<file path="src/rtl/seq_restoring_divider_if.sv">
// Start/done handshake and result bus of the sequential restoring divider.
// The master drives operands and start; the divider (slave) returns results and status.
interface seq_restoring_divider_if #(
   parameter int N = 16
);
   logic             start;
   logic [2*N-1:0]   dividend;
   logic [N-1:0]     divisor;
   logic             busy;
   logic             done;
   logic [N-1:0]     quotient;
   logic [N-1:0]     remainder;
   logic             div_by_zero;
   logic             overflow;

   modport master (
      output start, dividend, divisor,
      input  busy, done, quotient, remainder, div_by_zero, overflow
   );

   modport slave (
      input  start, dividend, divisor,
      output busy, done, quotient, remainder, div_by_zero, overflow
   );
endinterface

</file>
<file path="src/rtl/seq_restoring_divider.sv">
// Unsigned restoring divider: 2N-bit dividend / N-bit divisor, one quotient bit per clock.
// Zero divisors and quotients wider than N bits bypass the iteration via a one-cycle FINISH state.
module seq_restoring_divider #(
   parameter int N = 16
) (
   input  logic                  clk,
   input  logic                  reset,
   seq_restoring_divider_if.slave bus
);
   localparam int CW = $clog2(N);

   typedef enum logic [1:0] {S_IDLE, S_RUN, S_FINISH} state_t;

   state_t         r_state;
   logic [N-1:0]   r_rem;
   logic [N-1:0]   r_q;
   logic [N-1:0]   r_dvs;
   logic [CW-1:0]  r_cnt;
   logic           r_dbz_pend;
   logic           r_busy;
   logic           r_done;
   logic [N-1:0]   r_quot;
   logic [N-1:0]   r_remd;
   logic           r_dbz;
   logic           r_ovf;

   logic [N-1:0]   w_hi;
   logic [N:0]     w_t;
   logic [N:0]     w_diff;
   logic           w_ge;
   logic [N-1:0]   w_rnext;
   logic [N-1:0]   w_qnext;
   logic           w_unused;

   assign w_hi = bus.dividend[2*N-1:N];

   // The trial value is N+1 bits so the bit shifted out of the partial remainder takes part in the compare.
   always_comb begin
      w_t     = {r_rem, r_q[N-1]};
      w_diff  = w_t - {1'b0, r_dvs};
      w_ge    = (w_t >= {1'b0, r_dvs});
      w_rnext = w_ge ? w_diff[N-1:0] : w_t[N-1:0];
      w_qnext = {r_q[N-2:0], w_ge};
   end

   // After a successful subtract the difference is below the divisor, so its top bit is always zero.
   assign w_unused = w_diff[N];

   always_ff @(posedge clk or posedge reset) begin
      if (reset) begin
         r_state    <= S_IDLE;
         r_rem      <= '0;
         r_q        <= '0;
         r_dvs      <= '0;
         r_cnt      <= '0;
         r_dbz_pend <= 1'b0;
         r_busy     <= 1'b0;
         r_done     <= 1'b0;
         r_quot     <= '0;
         r_remd     <= '0;
         r_dbz      <= 1'b0;
         r_ovf      <= 1'b0;
      end else begin
         r_done <= 1'b0;
         case (r_state)
            S_IDLE: begin
               if (bus.start) begin
                  r_dvs      <= bus.divisor;
                  r_rem      <= w_hi;
                  r_q        <= bus.dividend[N-1:0];
                  r_cnt      <= '0;
                  r_busy     <= 1'b1;
                  r_dbz_pend <= (bus.divisor == '0);
                  if (bus.divisor == '0 || w_hi >= bus.divisor) begin
                     r_state <= S_FINISH;
                  end else begin
                     r_state <= S_RUN;
                  end
               end
            end
            S_RUN: begin
               r_rem <= w_rnext;
               r_q   <= w_qnext;
               r_cnt <= r_cnt + CW'(1);
               if (r_cnt == CW'(N-1)) begin
                  r_quot  <= w_qnext;
                  r_remd  <= w_rnext;
                  r_dbz   <= 1'b0;
                  r_ovf   <= 1'b0;
                  r_done  <= 1'b1;
                  r_busy  <= 1'b0;
                  r_state <= S_IDLE;
               end
            end
            S_FINISH: begin
               // r_q still holds the captured low dividend half, which is the divide-by-zero remainder.
               r_quot  <= '1;
               r_remd  <= r_dbz_pend ? r_q : '0;
               r_dbz   <= r_dbz_pend;
               r_ovf   <= ~r_dbz_pend;
               r_done  <= 1'b1;
               r_busy  <= 1'b0;
               r_state <= S_IDLE;
            end
            default: begin
               r_busy  <= 1'b0;
               r_state <= S_IDLE;
            end
         endcase
      end
   end

   assign bus.busy        = r_busy;
   assign bus.done        = r_done;
   assign bus.quotient    = r_quot;
   assign bus.remainder   = r_remd;
   assign bus.div_by_zero = r_dbz;
   assign bus.overflow    = r_ovf;
endmodule

</file>
<file path="src/flat_wrapper.sv">
// flat-port wrapper written by rule: the top's interface ports become plain ports
module seq_restoring_divider_flat 
#(
   parameter int N = 16
)
  (clk, reset, bus_start, bus_dividend, bus_divisor, bus_busy, bus_done, bus_quotient, bus_remainder, bus_div_by_zero, bus_overflow);
  seq_restoring_divider_if #(.N(N)) bus_i ();
  input  logic clk;
  input  logic reset;
  input wire logic [$bits(bus_i.start)-1:0] bus_start;
  input wire logic [$bits(bus_i.dividend)-1:0] bus_dividend;
  input wire logic [$bits(bus_i.divisor)-1:0] bus_divisor;
  output wire logic [$bits(bus_i.busy)-1:0] bus_busy;
  output wire logic [$bits(bus_i.done)-1:0] bus_done;
  output wire logic [$bits(bus_i.quotient)-1:0] bus_quotient;
  output wire logic [$bits(bus_i.remainder)-1:0] bus_remainder;
  output wire logic [$bits(bus_i.div_by_zero)-1:0] bus_div_by_zero;
  output wire logic [$bits(bus_i.overflow)-1:0] bus_overflow;
  assign bus_i.start = bus_start;
  assign bus_i.dividend = bus_dividend;
  assign bus_i.divisor = bus_divisor;
  assign bus_busy = bus_i.busy;
  assign bus_done = bus_i.done;
  assign bus_quotient = bus_i.quotient;
  assign bus_remainder = bus_i.remainder;
  assign bus_div_by_zero = bus_i.div_by_zero;
  assign bus_overflow = bus_i.overflow;
  seq_restoring_divider #(.N(N)) u_core (.clk(clk), .reset(reset), .bus(bus_i));
endmodule
</file>
<file path="config.mk">
export PLATFORM = sky130hd
export DESIGN_NAME = seq_restoring_divider_flat
export DESIGN_NICKNAME = d
export VERILOG_FILES = /design/src/rtl/seq_restoring_divider_if.sv /design/src/rtl/seq_restoring_divider.sv /design/src/flat_wrapper.sv
export SDC_FILE = /design/constraint.sdc
export NUM_CORES = 1
export LEC_CHECK = 0
export CAP_MARGIN = 0
export CELL_PAD_IN_SITES_DETAIL_PLACEMENT = 1
export CELL_PAD_IN_SITES_GLOBAL_PLACEMENT = 2
export CORE_AREA = 8 8 134 136
export CTS_CLUSTER_DIAMETER = 40
export DETAILED_ROUTE_END_ITERATION = 8
export DIE_AREA = 0 0 142 144
export MAX_ROUTING_LAYER = met4
export PLACE_DENSITY_LB_ADDON = 0.15
export SLEW_MARGIN = 0
export SYNTH_ARGS = -nofsm -noshare
export SYNTH_HDL_FRONTEND = slang
export SYNTH_SLANG_ARGS = --single-unit
</file>
<file path="constraint.sdc">
create_clock -name clk -period 5 [get_ports clk]
set_input_delay 1 -clock clk [delete_from_list [all_inputs] [get_ports clk]]
set_output_delay 1 -clock clk [all_outputs]
set_load 0.02 [all_outputs]
</file>
# After elaboration in Yosys (flattened, before gate mapping)

Cells that the tools add are included.
W data, S select, Z words.

Bits in registers: 91
Bits of input ports: 51
Word-level logic and storage cells: 54

Add/subtract/negate cells: 2
Order comparisons: 2
Eq/ne operators: 5
Multiplexer cells: 23
Bitwise logic cells: 1
Reductions and logical operators: 9

Operators by type and width:

| cell                  | number |
|---|---|
| $pmux W16 S2          | 4 |
| $mux W16              | 6 |
| $ge A17 B16 Y1        | 1 |
| $ge A16 B16 Y1        | 1 |
| $logic_not A16 Y1     | 1 |
| $sub A16 B16 Y16      | 1 |
| $pmux W1 S2           | 4 |
| $pmux W4 S2           | 1 |
| $reduce_and A2 Y1     | 4 |
| $mux W2               | 3 |
| $add A4 B1 Y4 const B | 1 |
| $eq A4 B4 Y1 const B  | 1 |
| $mux W4               | 1 |
| $pmux W2 S2           | 1 |
| $reduce_bool A2 Y1    | 2 |
| $mux W1               | 3 |
| $eq A2 B1 Y1 const B  | 1 |
| $eq A2 B2 Y1 const B  | 1 |
| $logic_not A2 Y1      | 1 |
| $ne A2 B1 Y1 const B  | 1 |
| $ne A2 B2 Y1 const B  | 1 |
| $logic_or A1 B1 Y1    | 1 |
| $not A1 Y1            | 1 |

# Logic depth before layout (Yosys ltp)

Depth in word-level cells: 5
Mapped depth: 11
Gate-level depth less buffers: 10

# Worst setup path before layout

No wires, ideal clock.

Path kind: flip-flop to flip-flop
Start: reg u_core.r_rem[12]
End: reg u_core.r_rem[10]
Arrival: 2.315 ns
Data required time: 4.872 ns
Path slack: 2.557 ns
Stages on the path, launching flop included: 11
Path buffers: 3
Period minus slack after synthesis: 2.443 ns
Cell sequence: dfrtp_1 > ha_1 > buf_6 > a21o_1 > a2111o_1 > nor4_1 > a21oi_1 > buf_6 > buf_6 > o31ai_1 > a21oi_1

Cells in the longest elaborated chain, start to end: 3

RTL lines:

| item                   | RTL line                    | text |
|---|---|---|
| from (decl)            | seq_restoring_divider.sv:15 | `logic [N-1:0] r_rem;` |
| from (signal assigned) | seq_restoring_divider.sv:69 | `r_rem <= w_hi;` |
| from (signal assigned) | seq_restoring_divider.sv:82 | `r_rem <= w_rnext;` |
| $ge A17 B16 Y1         | seq_restoring_divider.sv:41 | `w_ge = (w_t >= {1'b0, r_dvs});` |
| $mux W16               | seq_restoring_divider.sv:42 | `w_rnext = w_ge ? w_diff[N-1:0] : w_t[N-1:0];` |
| $pmux W16 S2           | seq_restoring_divider.sv:65 | `case (r_state)` |

No other way between the ends.
A chain may end at the register's enable or synchronous reset.

# Worst setup path after layout

Start: in bus_start
End: reg u_core.r_rem[14]

Cells in the longest elaborated chain, start to end: 2

RTL lines:

| item                               | RTL line           | text |
|---|---|---|
| from (decl)                        | flat_wrapper.sv:10 | `input wire logic [$bits(bus_i.start)-1:0] bus_start;` |
| $ne A2 B2 Y1 (no source line)      | --                 |  |
| $reduce_and A2 Y1 (no source line) | --                 |  |

No other way between the ends.

==> run_results.csv <==
group,metric,value,unit
run_status,status,"finished clean",
cts,cts-htree-levels,3,
cts,cts_tree,"built",
placed_design,gp_congestion,0.899,
cts,cts_setup_buffers,0,
sta,slew_headroom,25.6,%
synth,synth_cell_types,62,
layout,nets,779,
route,via_count,4992,
grt,grt_pass1_vias,5390,
layout,final_cell_mix,"91 x dfrtp_1, 86 x clkdlybuf4s50_1, 58 x nand2_1",
min_path,worstHoldPathType,"flip-flop to flip-flop",
power_and_ir_drop,power_leakage,2.89,nW
synth,yosysSeqAreaShare,40.7,%
synth,synthesis.nets,713,
route,dr.pass1.iters,4,
critical_path,cp-end-kind,"flip-flop",
synth,synth-adder-area-share,8.40,%
route,wl,18700,µm
layout,syn2layout_area_growth,24.5,%
placed_design,io_buffers,86,
sta,grt_setup_unrepaired,"false",
cts,cts_buffers,9,
critical_path,critical_path_arrival,3.40,ns
synth,syn_area,5600,µm²
floorplanning,dieArea,20400,µm²
route,drtAntennaViolNets,0,
layout,stdcell_area,6970,µm²
job,drv_cap,0,
synth,synth_mux_area_share,5.03,%
synth,synth-xor-area-share,1.88,%
sta,drv_slew,0,
critical_path,cp-start-kind,"input port",
grt,gr-total-overflow,0,
synth,synth-simple-area-share,14.4,%
sta,period_needed,3.20,ns
critical_path,path_max_fanout,42,
synth,ys_ff_latch,91,
power_and_ir_drop,ir_worst_vdd,0.249,mV
sta,hold_slack,0.485,ns
layout,drive_gt1_share,6.04,%
route,post-route-drc-count,0,
sta,clock-skew-final,0.00626,ns
cts,ctsResizeCount,0,
cts,cts_buffer_depth,2,
synth,synth_area_per_cell,8.96,µm²
synth,synth_cells,625,
floorplanning,coreArea,16100,µm²
floorplanning,fp.dieH,144,µm
cts,cts_sinks,91,
sta,fmax,312,MHz
critical_path,worstSetupPathType,"input port to flip-flop",
synth,synthArstFlopShare,100,%
route,routedWlPerCell,20.5,µm
grt,grt_pass1_wl,29900,µm
sta,worst_pin_slew,1.12,ns
sta,hold_viol,0,
layout,utilization,43.4,%
grt,grt.total_usage,19.4,%
layout,antenna_cells,0,
synth,synth_flop_cell,"dfrtp_1",
placed_design,post_dp_cell_area,6640,µm²
grt,grt_max_degree,50,
route,first_iter_violations,210,
cts,clk-insertion-delay-late,0.34,ns
power_and_ir_drop,p_per_area,764,nW/µm²
route,viasPerCell,5.46,
sta,finalSetupViolCount,0,
floorplanning,start_util,34.9,%
synth,synth_top_family_by_area,"compound AO/OA/AOI/OAI gates",
floorplanning,io-pin-count,87,
grt,antenna_found_initial,0,
floorplanning,rows,47,
cts,cts_hold_buf,0,
layout,final_common_cell,"dfrtp_1",
synth,synth_edf_count,0,
critical_path,worstPathRequired,5.20,ns
sta,setup-tns-final,0,ns
synth,synth_compound_area_share,23.9,%
cts,clkSlewWorstSetupHoldPaths,0.06,ns
synth,synth_warnings,0,
cts,root_buffer,"clkbuf_16",
placed_design,dpl.hpwl,14300,µm
floorplanning,die_w,142,µm
sta,fin_crit_sh,64.0,%
## where the power goes
part	switching [mW]	leakage [nW]	internal, mW
Clock	0.292	0.159	0.485
Combinational	2.00	1.70	1.22
Sequential	0.285	1.03	1.04
Total	2.58	2.89	2.75
## layer usage
metal  part of all wire [%]  global-route usage (%)
met2                     49                    31.7
met4                    1.9                    6.44
met5                      0                       -
met1                     47                    24.8
met3                    1.9                    1.88
## flip-flops by register name (all words and copies together) (netlist names), 2 cells and up
register / flops
u_core.r_state: 2
u_core.bus.quotient: 16
u_core.bus.remainder: 16
u_core.r_cnt: 4
u_core.r_q: 16
u_core.r_rem: 16
u_core.r_dvs: 16
## layout make-up
cell class,instances,area [µm²]
multi-input cells,454,3010
repair buffers,94,921
inverters,41,155
clock inverters,5,103
well taps,220,275
fillers,1869,9080
flip-flops and latches,91,2280
clock buffers,10,229
## worst max-delay path, stage by stage
cell and delay, ns:
clkdlybuf4s50_1 0.86, nand2_1 0.12, buf_4 0.29, o21ai_1 0.12
buf_4 0.23, nand2_1 0.32, o31ai_1 0.36, a31oi_1 0.08
## kinds of logic after synthesis
| group | Yosys count |
|---|---|
| flops | 91 |
| fa+ha+maj | 37 |
| buf+inv | 80 |
| compound gates | 207 |
| mux | 27 |
| xor+xnor | 12 |
| simple gates | 171 |
## stage by stage
stage / power, mW / setup WS, ns / std cells
2_1_floorplan: 3.45 / 1.64 / 625
3_3_place_gp: 4.49 / 1.59 / 900
3_5_place_dp: 4.56 / 1.45 / 900
4_1_cts: 5.37 / 1.79 / 915
5_1_grt: 5.75 / 1.61 / 915
6_report: 5.33 / 1.80 / 915
## worst paths after layout
path / slack, ns / start / cells past startpoint / endpoint
max reg2reg: 1.85 / u_core.r_rem[8] / 8 / u_core.r_q[0]
max: 1.80 / bus_start / 8 / u_core.r_rem[14]
max in group asynchronous: 3.15 / reset / 3 / u_core.r_dvs[9]
min in group asynchronous: 0.90 / reset / 2 / u_core.r_dbz_pend
min: 0.48 / u_core.r_dvs[9] / 2 / u_core.r_dvs[9]
min reg2reg: 0.48 / u_core.r_dvs[9] / 2 / u_core.r_dvs[9]
## cells in the mapped netlist, types with 2 or more instances
master | n | area, µm²
nand2_1 | 58 | 218
a2111o_1 | 2 | 22.5
mux2_2 | 5 | 56.3
clkbuf_1 | 32 | 120
a21oi_1 | 48 | 240
and2_4 | 2 | 17.5
nand2b_1 | 3 | 18.8
o21ai_1 | 3 | 15.0
ha_1 | 36 | 450
o22a_1 | 19 | 166
a211oi_1 | 8 | 60.1
inv_1 | 41 | 154
xor2_1 | 4 | 35.0
o22ai_1 | 24 | 150
a221oi_1 | 2 | 17.5
or3_1 | 4 | 25.0
nand4_1 | 5 | 31.3
o21a_1 | 5 | 37.5
nand3_1 | 18 | 90.1
o2111ai_1 | 4 | 35.0
a31oi_1 | 4 | 25.0
and3_1 | 4 | 25.0
o21ai_0 | 53 | 265
buf_6 | 3 | 33.8
a21o_1 | 7 | 52.6
nor4_1 | 8 | 50.1
buf_2 | 2 | 10.0
xnor2_1 | 8 | 70.1
o211ai_1 | 3 | 22.5
and2_1 | 5 | 31.3
nor2_1 | 34 | 128
nor2b_1 | 7 | 43.8
o31ai_1 | 5 | 37.5
a32oi_1 | 2 | 17.5
or2_2 | 2 | 12.5
o311ai_1 | 2 | 17.5
nor3_1 | 17 | 85.1
dfrtp_1 | 91 | 2280
buf_1 | 2 | 7.51
mux2i_1 | 21 | 210
Power figures use the tool's default switching activity.
==> edit, RTL diff (config.mk and constraints unchanged) <==
Encoding of `state_t`: now one-hot (3 bits for 3 states).
--- a/src/rtl/seq_restoring_divider.sv
+++ b/src/rtl/seq_restoring_divider.sv
@@ -11,3 +11,3 @@
 
-   typedef enum logic [1:0] {S_IDLE, S_RUN, S_FINISH} state_t;
+   typedef enum logic [2:0] {S_IDLE = 3'b001, S_RUN = 3'b010, S_FINISH = 3'b100} state_t;
 
Check against the original RTL: same outputs for any inputs over 10 cycles, from zero or initial values and one cycle with reset high; not proved beyond that.
==> edit against the unedited design <==
- clock power decreased by 7.2%
- worst hold slack better by 0.0035 ns
- final area up 2.9%
- critical path depth fell by 1
- combinational power fell by 4%
- area after synthesis is 5.7% higher
- worst setup slack improved by 0.21 ns
- power shrank 3.2%
- routed wire length increased by 3.7%
- core utilization increased by 1.3 points
- sequential cell count up 1
- via count grew 6.5%
- largest cell class unchanged
- largest power group unchanged
==> edit: results <==
set metrics [dict create \
    outcome "complete, no violations" \
    synth_compound_area_share_pct 25.1 \
    pre_cts_ws_ns 1.95 \
    drtIter0Drc 328 \
    grt.total_usage_pct 20.4 \
    fin_worst_skew_ns 0.00707 \
    viasPerCell 5.67 \
    worstReg2RegStart "u_core.r_rem[9]" \
    rrSetupSlack_ns 2.01 \
    dpl.cell_count 921 \
    syn_avg_cell_area_um2 9.04 \
    synthTopCellsByArea "dfrtp_1, ha_1, nand2_1" \
    hpwlAfterDp_mm 14.4 \
    critPathLaunch "u_core.r_rem[9]" \
    synth_common_cells "dfrtp_1, nand2_1, nor2_1" \
    drt_pass1_iterations 5 \
    grt_pass1_wl_mm 31.4 \
    grt_start_max_net_pins 51 \
    post_synth_fa_ha_maj_area_fraction_pct 7.31 \
    arrival_ns 3.25 \
    rr_endpoint "u_core.bus.quotient[0]" \
    synth.distinct_cells 71 \
    synth_nets 740 \
    synth_mux_area_share_pct 0.444 \
    synth_xor_area_share_pct 1.48 \
]
==> edit: how the worst min path moves through the flow <==
stage                                 from                      to  slack, ns  cells past startpoint
floorplan                  u_core.r_dvs[0]         u_core.r_dvs[0]       0.45                      2
global placement    u_core.bus.quotient[7]  u_core.bus.quotient[7]       0.48                      2
detailed placement  u_core.bus.quotient[4]  u_core.bus.quotient[4]       0.48                      2
CTS                 u_core.bus.quotient[4]  u_core.bus.quotient[4]       0.50                      2
global route        u_core.bus.quotient[3]  u_core.bus.quotient[3]       0.52                      2
finish              u_core.bus.quotient[4]  u_core.bus.quotient[4]       0.49                      2
==> edit: cells by family (layout without fill, tap and decap cells) <==
family          count (synthesis)  in the layout
fa+ha+maj                      34             34
mux                             2              2
compound gates                198            198
simple gates                  233            233
xor+xnor                       10             10
buf+inv                        86            148
flops                          92             92
==> edit: area by class of cell <==
cell class	instances	area [um2]	area share (%)
Multi-Input combinational cell	477	3220	44.9
Sequential cell	92	2300	32.1
Clock inverter	5	58.8	0.820
Timing Repair Buffer	94	921	12.8
Inverter	38	144	2.01
Tap cell	220	275	3.84
Clock buffer	11	253	3.52
==> edit: power breakdown <==
group | internal (mW) | switching [mW] | total, mW | leakage [nW]
combinational | 1.15 | 1.95 | 3.10 | 1.82
sequential | 1.05 | 0.285 | 1.33 | 1.08
clock | 0.416 | 0.305 | 0.721 | 0.148
==> edit: routing by layer <==
metal / up-vias / global-route usage, % / share of wire, %
met5: - / - / 0
met4: 0 / 7.29 / 2.3
met3: 27 / 3.76 / 5.0
met2: 145 / 31.4 / 45
met1: 2633 / 26.4 / 48
li1: 2510 / - / -
==> edit: worst max-delay path, cell delays in order (launching register included) <==
cell and delay (ns):
dfrtp_1 0.46, ha_1 0.56, nand4_1 0.17, nor4_1 0.32, o21bai_1 0.12, nand2_1 0.72, nor2_1 0.30, o211ai_1 0.24
==> edit: stage by stage <==
stage          hold slack (ns)  utilization (%)  power, mW  cell area [um2]
3_3_place_gp             0.476             42.7       4.35             6860
3_5_place_dp             0.482             42.7       4.43             6860
5_1_grt                  0.521             44.7       5.56             7170
6_report                 0.488             44.7       5.16             7170
4_1_cts                  0.498             44.7       5.19             7170
2_1_floorplan            0.452                -       3.57             5920
